`src/rtl/barrel_shift_pipe_pkg.sv`:
```
// Shared types and helpers for the pipelined barrel shifter.
package barrel_shift_pipe_pkg;

  localparam int OP_W = 2;

  typedef enum logic [OP_W-1:0] {
    LSL = 2'd0,
    LSR = 2'd1,
    ASR = 2'd2,
    ROL = 2'd3
  } shift_op_t;

  // First shift level handled by stage s when l levels are spread over stages.
  function automatic int level_lo(input int s, input int l, input int stages);
    return (s * l) / stages;
  endfunction

endpackage

```
`src/rtl/barrel_shift_level.sv`:
```
// One conditional shift level (by SHAMT) in any of the four modes.
// Sticky in/out ports exist only when BARREL_SHIFT_PIPE_STICKY_EN is defined.
module barrel_shift_level
  import barrel_shift_pipe_pkg::*;
#(
  parameter int WIDTH = 8,
  parameter int SHAMT = 1
) (
  input  logic [WIDTH-1:0] data_i,
  input  shift_op_t        op_i,
  input  logic             en_i,
`ifdef BARREL_SHIFT_PIPE_STICKY_EN
  input  logic             sticky_i,
  output logic             sticky_o,
`endif
  output logic [WIDTH-1:0] data_o
);

  // ASR keeps the MSB in place at every level, so the sign captured at input survives.
  always_comb begin
    data_o = data_i;
    if (en_i) begin
      case (op_i)
        LSL:     data_o = data_i << SHAMT;
        LSR:     data_o = data_i >> SHAMT;
        ASR:     data_o = $signed(data_i) >>> SHAMT;
        ROL:     data_o = {data_i[WIDTH-SHAMT-1:0], data_i[WIDTH-1:WIDTH-SHAMT]};
        default: data_o = data_i;
      endcase
    end
  end

`ifdef BARREL_SHIFT_PIPE_STICKY_EN
  always_comb begin
    sticky_o = sticky_i;
    if (en_i) begin
      case (op_i)
        LSL:     sticky_o = sticky_i | (|data_i[WIDTH-1 -: SHAMT]);
        LSR,
        ASR:     sticky_o = sticky_i | (|data_i[SHAMT-1:0]);
        default: sticky_o = sticky_i;
      endcase
    end
  end
`endif

endmodule

```
`src/rtl/barrel_shift_pipe.sv`:
```
// Pipelined four-mode barrel shifter with valid/ready at both ends.
// Optional out_sticky output enabled by BARREL_SHIFT_PIPE_STICKY_EN.
module barrel_shift_pipe
  import barrel_shift_pipe_pkg::*;
#(
  parameter int WIDTH  = 8,
  parameter int STAGES = 2
) (
  input  logic                     clk,
  input  logic                     rst,
  input  logic                     in_valid,
  output logic                     in_ready,
  input  logic [WIDTH-1:0]         in_bits,
  input  logic [$clog2(WIDTH)-1:0] in_shift,
  input  logic [OP_W-1:0]          in_op,
  output logic                     out_valid,
  input  logic                     out_ready,
`ifdef BARREL_SHIFT_PIPE_STICKY_EN
  output logic                     out_sticky,
`endif
  output logic [WIDTH-1:0]         out_bits
);

  localparam int L = $clog2(WIDTH);

  if (WIDTH < 2 || WIDTH > 64 || (WIDTH & (WIDTH - 1)) != 0) begin : g_bad_width
    $error("barrel_shift_pipe: WIDTH must be a power of two in 2..64");
  end
  if (STAGES < 1 || STAGES > L) begin : g_bad_stages
    $error("barrel_shift_pipe: STAGES must be in 1..clog2(WIDTH)");
  end

  logic [STAGES-1:0] vld;

  for (genvar s = 0; s < STAGES; s++) begin : g_st
    localparam int LO = level_lo(s, L, STAGES);
    localparam int HI = level_lo(s + 1, L, STAGES);
    localparam int N  = HI - LO;

    logic             v_in;
    logic             rdy;
    logic             valid_q;
    logic [WIDTH-1:0] data_q;
    shift_op_t        op_in;
    logic [L-LO-1:0]  sh_in;
    logic [WIDTH-1:0] data_d [N+1];
`ifdef BARREL_SHIFT_PIPE_STICKY_EN
    logic             sticky_q;
    logic             sticky_d [N+1];
`endif

    // Expanded form of ready_s = !valid_s || ready_(s+1): no comb chain between stages.
    assign rdy    = out_ready || !(&vld[STAGES-1:s]);
    assign vld[s] = valid_q;

    if (s == 0) begin : g_src
      assign v_in      = in_valid;
      assign data_d[0] = in_bits;
      assign op_in     = shift_op_t'(in_op);
      assign sh_in     = in_shift;
      assign in_ready  = rdy && !rst;
`ifdef BARREL_SHIFT_PIPE_STICKY_EN
      assign sticky_d[0] = 1'b0;
`endif
    end else begin : g_src
      assign v_in      = g_st[s-1].valid_q;
      assign data_d[0] = g_st[s-1].data_q;
      assign op_in     = g_st[s-1].g_fwd.op_q;
      assign sh_in     = g_st[s-1].g_fwd.sh_q;
`ifdef BARREL_SHIFT_PIPE_STICKY_EN
      assign sticky_d[0] = g_st[s-1].sticky_q;
`endif
    end

    for (genvar k = 0; k < N; k++) begin : g_lvl
      barrel_shift_level #(
        .WIDTH (WIDTH),
        .SHAMT (2 ** (LO + k))
      ) u_lvl (
        .data_i   (data_d[k]),
        .op_i     (op_in),
        .en_i     (sh_in[k]),
`ifdef BARREL_SHIFT_PIPE_STICKY_EN
        .sticky_i (sticky_d[k]),
        .sticky_o (sticky_d[k+1]),
`endif
        .data_o   (data_d[k+1])
      );
    end

    always_ff @(posedge clk) begin
      if (rst) begin
        valid_q <= 1'b0;
        data_q  <= '0;
      end else if (rdy) begin
        valid_q <= v_in;
        if (v_in) data_q <= data_d[N];
      end
    end

`ifdef BARREL_SHIFT_PIPE_STICKY_EN
    always_ff @(posedge clk) begin
      if (rst) sticky_q <= 1'b0;
      else if (rdy && v_in) sticky_q <= sticky_d[N];
    end
`endif

    // Only stages with levels still pending carry op and the unconsumed shift bits.
    if (HI < L) begin : g_fwd
      shift_op_t      op_q;
      logic [L-HI-1:0] sh_q;
      always_ff @(posedge clk) begin
        if (!rst && rdy && v_in) begin
          op_q <= op_in;
          sh_q <= sh_in[L-LO-1:N];
        end
      end
    end

    if (s == STAGES - 1) begin : g_last
      assign out_valid = valid_q;
      assign out_bits  = data_q;
`ifdef BARREL_SHIFT_PIPE_STICKY_EN
      assign out_sticky = sticky_q;
`endif
    end
  end

endmodule

```
`config.mk`:
```
export PLATFORM = sky130hd
export DESIGN_NAME = barrel_shift_pipe
export DESIGN_NICKNAME = d
export VERILOG_FILES = /design/src/rtl/barrel_shift_pipe_pkg.sv /design/src/rtl/barrel_shift_level.sv /design/src/rtl/barrel_shift_pipe.sv
export SDC_FILE = /design/constraint.sdc
export NUM_CORES = 1
export LEC_CHECK = 0
export CORE_MARGIN = 3
export CORE_UTILIZATION = 55
export CTS_BUF_LIST = sky130_fd_sc_hd__clkbuf_8 sky130_fd_sc_hd__clkbuf_16
export CTS_CLUSTER_SIZE = 14
export DETAILED_ROUTE_END_ITERATION = 12
export GPL_TIMING_DRIVEN = 0
export PLACE_DENSITY = 0.89
export SYNTH_ARGS = -nofsm -noshare
export SYNTH_HDL_FRONTEND = slang
export SYNTH_SLANG_ARGS = --single-unit
```
`constraint.sdc`:
```
create_clock -name clk -period 4.2 [get_ports clk]
set_clock_uncertainty 0.15 [all_clocks]
set_input_delay 1.26 -clock clk [delete_from_list [all_inputs] [get_ports clk]]
set_output_delay 1.26 -clock clk [all_outputs]
set_load 0.01 [all_outputs]
```
==> results of run 1 <==
==> path summary, 6_finish.rpt <==
kind                                      start               endpoint  slack, ns  depth (start not counted)
worst max register to register  g_st[0].valid_q  g_st[0].g_fwd.op_q[0]       2.38                          5
worst max-delay path                  out_ready               in_ready       0.18                          4
worst min register to register      out_bits[3]            out_bits[3]       0.33                          1
worst min-delay path                out_bits[3]            out_bits[3]       0.33                          1
==> per-layer routing <==
metal	GRT usage [%]	up-vias	part of all wire [%]
met2	42.6	45	52
li1	-	656	-
met4	12.2	0	2.3
met5	0	-	0
met1	28.6	627	40
met3	3.45	10	5.1
==> registers in the layout, indices dropped and copies added (netlist names) <==
signal	count
g_st.g_fwd.op_q	2
g_st.data_q	8
g_st.g_fwd.sh_q	2
out_valid	1
g_st.valid_q	1
out_bits	8
==> worst register-to-register path, cell delays in order (launching register included) <==
cell	delay [ns]
dfxtp_1	0.35
and3b_1	0.22
nand2b_1	0.14
buf_4	0.16
buf_4	0.17
nor2_1	0.29
==> power breakdown <==
part / internal (W) / switching, W / leakage (nW)
Combinational: 0.0000581 / 0.0000574 / 0.451
Sequential: 0.000227 / 0.0000120 / 0.185
Clock: 0.000103 / 0.0000696 / 0.0339
==> cell type report <==
class                           instances  area, µm²
Multi-Input combinational cell        122        823
Sequential cell                        22        480
Clock buffer                            4       66.3
Tap cell                               28       35.0
Buffer                                 13       82.6
Inverter                                5       18.8
Timing Repair Buffer                   24        240
Fill cell                             171        572
==> placed cells by master (no fill, tap or decap), drive strengths merged, types with 4 or more instances in the layout <==
| cell | count |
|---|---|
| a21oi | 13 |
| dfxtp | 18 |
| o21ai | 5 |
| o211ai | 4 |
| nor2b | 4 |
| nor2 | 19 |
| inv | 5 |
| nand2 | 16 |
| edfxtp | 4 |
| a32o | 4 |
| clkdlybuf4s50 | 24 |
| buf | 9 |
| nand2b | 4 |
| mux2i | 10 |
| o21bai | 4 |
| clkbuf | 8 |
| a211o | 7 |
==> logic make-up after synthesis <==
kind of cell,Yosys count
muxes,11
xor gates and xnor gates,2
AOI/OAI and AO/OA,53
and+or+nand+nor,56
DFF,22
buffers and inverters,18
==> per-stage QoR <==
step / cell area, µm² / std cells / worst slack [ns]
2_1_floorplan: 1410 / 162 / 0.879
3_3_place_gp: 1680 / 214 / 0.219
3_5_place_dp: 1680 / 214 / 0.197
4_1_cts: 1750 / 218 / 0.173
5_1_grt: 1750 / 218 / 0.146
6_report: 1750 / 218 / 0.177
==> flow_summary_export.csv, run 1 <==
group,metric,value,unit
timing,rsz0062_at_grt,"no",
detailed_routing,drtIter0Drc,35,
cts,htreeDepth,1,
grt,grt_pass1_vias,1331,
timing,hold_violations,0,
detailed_routing,antenna_violating_nets_post_route,0,
place,io_buffers,24,
synthesis,synth_cells,162,
pwr,finalPower,0.000527,W
synthesis,synth_xor_area_share,3.92,%
pwr,total_leakage_power,0.670,nW
flow_run,cap_violations,0,
timing,slew_viol_final,0,
floorplanning,dieHeight,56.5,µm
cts,postCtsSetupBuffers,0,
timing,post-route-period-util,95.8,%
floorplanning,start_util,60.6,%
synthesis,ys_warn_count,0,
critical_path,crit_fanout,3,
timing,tns,0,ns
pwr,p_per_area,302,mW/mm²
timing,finalCriticalPeriod,4.02,ns
floorplanning,die_area,0.00320,mm²
cts,cts_buffer_depth,2,
place,place_hpwl,2.66,mm
critical_path,worst-setup-path-type,"in -> out",
hold_path,hp-class,"reg -> reg",
cts,numCtsBuffers,3,
synthesis,syn_nets,179,
synthesis,synth_compound_area_share,27.9,%
critical_path,crit_slowest_cell,"clkdlybuf4s50_1",
timing,relSlewSlack,56.2,%
timing,holdWs,0.330,ns
final_layout,finalNetCount,208,
grt,grt_max_degree,14,
cts,cts_resized,0,
grt,grt-ovfl-total,0,
critical_path,arrival,2.61,ns
synthesis,synth_area,0.00141,mm²
critical_path,cp-end-kind,"primary output",
synthesis,synth_area_per_cell,8.67,µm²
critical_path,timing.critical_path.buf_inv,2,
synthesis,synth_simple_gate_area_share,18.9,%
cts,cts_root_buf,"clkbuf_8",
critical_path,cpLargestDelayFamily,"buffers and inverters",
detailed_routing,via_per_inst,6.14,
detailed_routing,dr.pass1.iters,4,
cts,clk_pin_slew,0.07,ns
synthesis,synth_top_family_by_area,"compound AO/OA/AOI/OAI gates",
detailed_routing,routed_wl,3.49,mm
floorplanning,ioPinCount,27,
critical_path,max_stage_delay,0.55,ns
cts,clk_latency,0.26,ns
floorplanning,core.rowCount,17,
pwr,ir_drop,0.000256,V
cts,postCtsHoldBufs,0,
critical_path,setup.worst_path.start_class,"input port",
final_layout,drive_above_1_share,11.1,%
synthesis,synth_area_leader_cell,"dfxtp_1",
critical_path,critPathRequiredTime,2.79,ns
synthesis,synthTopCellsByArea,"dfxtp_1, edfxtp_1, mux2i_1",
detailed_routing,drc,0,
grt,grt_usage,24.3,%
synthesis,synth-edff-count,4,
synthesis,synthAdderAreaFrac,0,%
synthesis,synthDistinctLibCells,42,
cts,cts_tree,"done",
final_layout,fin_util,75.3,%
detailed_routing,routedWlPerCell,16.0,µm
floorplanning,floorplan.core_area,0.00232,mm²
synthesis,ys_seq_elements,22,
critical_path,cp_common_cell,"clkdlybuf4s50_1",
final_layout,area_growth,24.3,%
cts,cts_sinks,22,
synthesis,yosysSeqAreaShare,34.2,%
synthesis,synthTopCellsByCount,"nor2_1, dfxtp_1, nand2_1, a21oi_1, mux2i_1",
synthesis,synthFlopType,"dfxtp_1",
synthesis,async_reset_ff_share,0,%
place,gp_congestion,0.853,
synthesis,synth.area.mux_share,7.93,%
floorplanning,die_w,56.5,µm
grt,antenna_found_initial,0,
detailed_routing,num_vias,1338,
grt,grt_first_pass_wirelength,6.15,mm
timing,fmax,249,MHz
status,status,"complete, no violations",
synthesis,yosysTopAreaCellShare,25.6,%
synthesis,synth_most_common_cell,"nor2_1",
final_layout,antenna_cells,0,
critical_path,path_cells,"clkdlybuf4s50_1, and3b_1, nor2_1, clkdlybuf4s50_1",
timing,finalSetupViolCount,0,
timing,worst_pin_slew,0.657,ns
No activity file was read; power rests on OpenSTA's default activity.
==> inputs of run 2 (changes only) <==
CORE_UTILIZATION = 57   (was 55)
PLACE_DENSITY = 0.9   (was 0.89)
SYNTH_HIERARCHICAL = 1   (was not set)
==> flow_summary_export.csv, run 2 <==
group,metric,value,unit
cts,cts_root_buf,"clkbuf_8",
synthesis,synthTopCellsByArea,"dfxtp_1, mux2i_1, a21oi_1",
hold_path,hp-class,"reg -> reg",
final_layout,final_common_cell,"a21oi_1",
grt,grt_usage,22.4,%
synthesis,synth_area,0.00158,mm²
timing,rsz0062_at_grt,"no",
floorplanning,dieHeight,58.7,µm
detailed_routing,drtIter0Drc,94,
hold_path,hp-start,"out_bits[6]",
timing,slew_viol_final,0,
cts,clk_latency,0.27,ns
final_layout,finalNetCount,232,
floorplanning,die_area,0.00344,mm²
critical_path,setup.worst_path.start_class,"input port",
pwr,total_leakage_power,0.753,nW
synthesis,synthFlopType,"dfxtp_1",
floorplanning,floorplan.core_area,0.00257,mm²
detailed_routing,drc,0,
cts,cts_resized,0,
synthesis,yosysSeqAreaShare,30.4,%
floorplanning,ioPinCount,27,
synthesis,ys_seq_elements,22,
grt,grt_max_degree,14,
final_layout,layout.area.seq,480,µm²
synthesis,synthTopCellsByCount,"a21oi_1, mux2i_1, dfxtp_1, nand2b_1, nor2_1",
timing,post-route-period-util,97.9,%
floorplanning,die_w,58.7,µm
synthesis,synth_most_common_cell,"a21oi_1",
timing,fin_ws,0.0878,ns
detailed_routing,routed_wl,3.67,mm
cts,clk_pin_slew,0.09,ns
detailed_routing,routedWlPerCell,15.0,µm
timing,relSlewSlack,64.8,%
final_layout,fin_util,75.0,%
critical_path,r2r-end,"out_bits[5]",
final_layout,drive_above_1_share,13.1,%
critical_path,reg2reg_setup_slack,1.96,ns
critical_path,cp-end-kind,"primary output",
place,io_buffers,24,
timing,tns,0,ns
place,gp_congestion,0.769,
synthesis,syn_nets,203,
detailed_routing,antenna_violating_nets_post_route,0,
final_layout,antenna_cells,0,
pwr,p_per_area,286,mW/mm²
floorplanning,start_util,61.6,%
cts,postCtsSetupBuffers,0,
status,status,"complete, no violations",
place,place_area,0.00186,mm²
cts,cts_sinks,22,
critical_path,crit_fanout,10,
synthesis,ys_warn_count,6,
grt,antenna_found_initial,0,
timing,finalSetupViolCount,0,
timing,fmax,243,MHz
hold_path,min_to,"out_bits[6]",
timing,hold_violations,0,
cts,cts_tree,"done",
timing,finalCriticalPeriod,4.11,ns
place,place_hpwl,2.84,mm
final_layout,fill_cells,193,
flow_run,cap_violations,0,
critical_path,worst-setup-path-type,"in -> out",
synthesis,synth-edff-count,4,
synthesis,synth_cells,186,
critical_path,rr_startpoint,"g_st[0].g_fwd.op_q[1]",
pwr,ir_drop,0.000259,V
detailed_routing,via_per_inst,6.07,
detailed_routing,num_vias,1481,
critical_path,critPathRequiredTime,2.79,ns
critical_path,arrival,2.70,ns
hold_path,whs_path_depth,2,
floorplanning,core.rowCount,18,
cts,htreeDepth,1,
synthesis,yosysTopAreaCellShare,22.8,%
timing,worst_pin_slew,0.528,ns
grt,grt-ovfl-total,0,
cts,postCtsHoldBufs,0,
synthesis,synth_area_leader_cell,"dfxtp_1",
final_layout,area_growth,21.8,%
final_layout,final_cell_mix,"a21oi_1, clkdlybuf4s50_1, mux2i_1",
cts,numCtsBuffers,3,
critical_path,worstRegToRegCells,9,
synthesis,async_reset_ff_share,0,%
final_layout,multi_input_area,948,µm²
final_layout,fin_area,0.00193,mm²
place,dp_slack,0.0831,ns
cts,cts_buffer_depth,2,
detailed_routing,dr.pass1.iters,5,
grt,grt_first_pass_wirelength,6.11,mm
synthesis,synth_area_per_cell,8.50,µm²
grt,grt_pass1_vias,1498,
synthesis,synthDistinctLibCells,32,
-- run 2: final cells by class --
cell class                 count  area share (%)
multi-input combinational    139            49.3
sequential                    22            25.0
timing repair buffer          24            12.5
buffer                        17            6.37
clock buffer                   4            3.44
tap                           30            1.95
inverter                       8            1.56
-- run 2: worst max-delay path, cell delays in order --
cell and delay, ns:
clkdlybuf4s50_1 0.54, nor2b_4 0.06, buf_4 0.16, a21oi_1 0.14, clkdlybuf4s50_1 0.55
-- run 2: routing by layer --
layer  wire [µm]  global-route usage [%]  vias up
li1            -                       -      713
met5           0                       0        -
met3         188                    3.51       16
met2        1920                    40.0       72
met1        1470                    25.3      680
met4          91                    12.0        0
-- run 2: how the worst max path moves through the flow --
stage,start,end,slack [ns],depth (start not counted)
2_1_floorplan,rst,in_ready,0.92,4
3_3_place_gp,out_ready,in_ready,0.12,5
3_5_place_dp,out_ready,in_ready,0.08,5
4_1_cts,out_ready,in_ready,0.08,5
5_1_grt,out_ready,in_ready,0.02,5
6_report,out_ready,in_ready,0.09,5
-- run 2: cells by family (layout without fill, tap and decap cells) --
kind of cell	count (synthesis)	in the layout	share of synthesized area (%)
buffers and inverters	25	53	9.65
xor gates and xnor gates	2	2	3.48
AOI/OAI and AO/OA	53	53	20.0
DFF	22	22	30.4
and+or+nand+nor	59	59	20.4
muxes	25	25	16.1
-- run 2: stage by stage --
stage	total power [W]	std cells	hold slack [ns]
floorplan	0.000331	186	0.311
global placement	0.000369	240	0.311
detailed placement	0.000377	240	0.319
CTS	0.000550	244	0.333
global route	0.000572	244	0.349
finish	0.000551	244	0.334
-- run 2: power by group --
group | total [W] | switching [W] | internal, W
clock network | 0.000175 | 0.0000719 | 0.000103
registers | 0.000238 | 0.0000110 | 0.000227
logic | 0.000137 | 0.0000676 | 0.0000694
==> inputs of run 3 (changes only) <==
ABC_CLOCK_PERIOD_IN_PS = 4200   (was not set)
GPL_ROUTABILITY_DRIVEN = 0   (was not set)
==> results of run 3 <==
The final DEF is identical to that of run 2; final timing and power are the same.
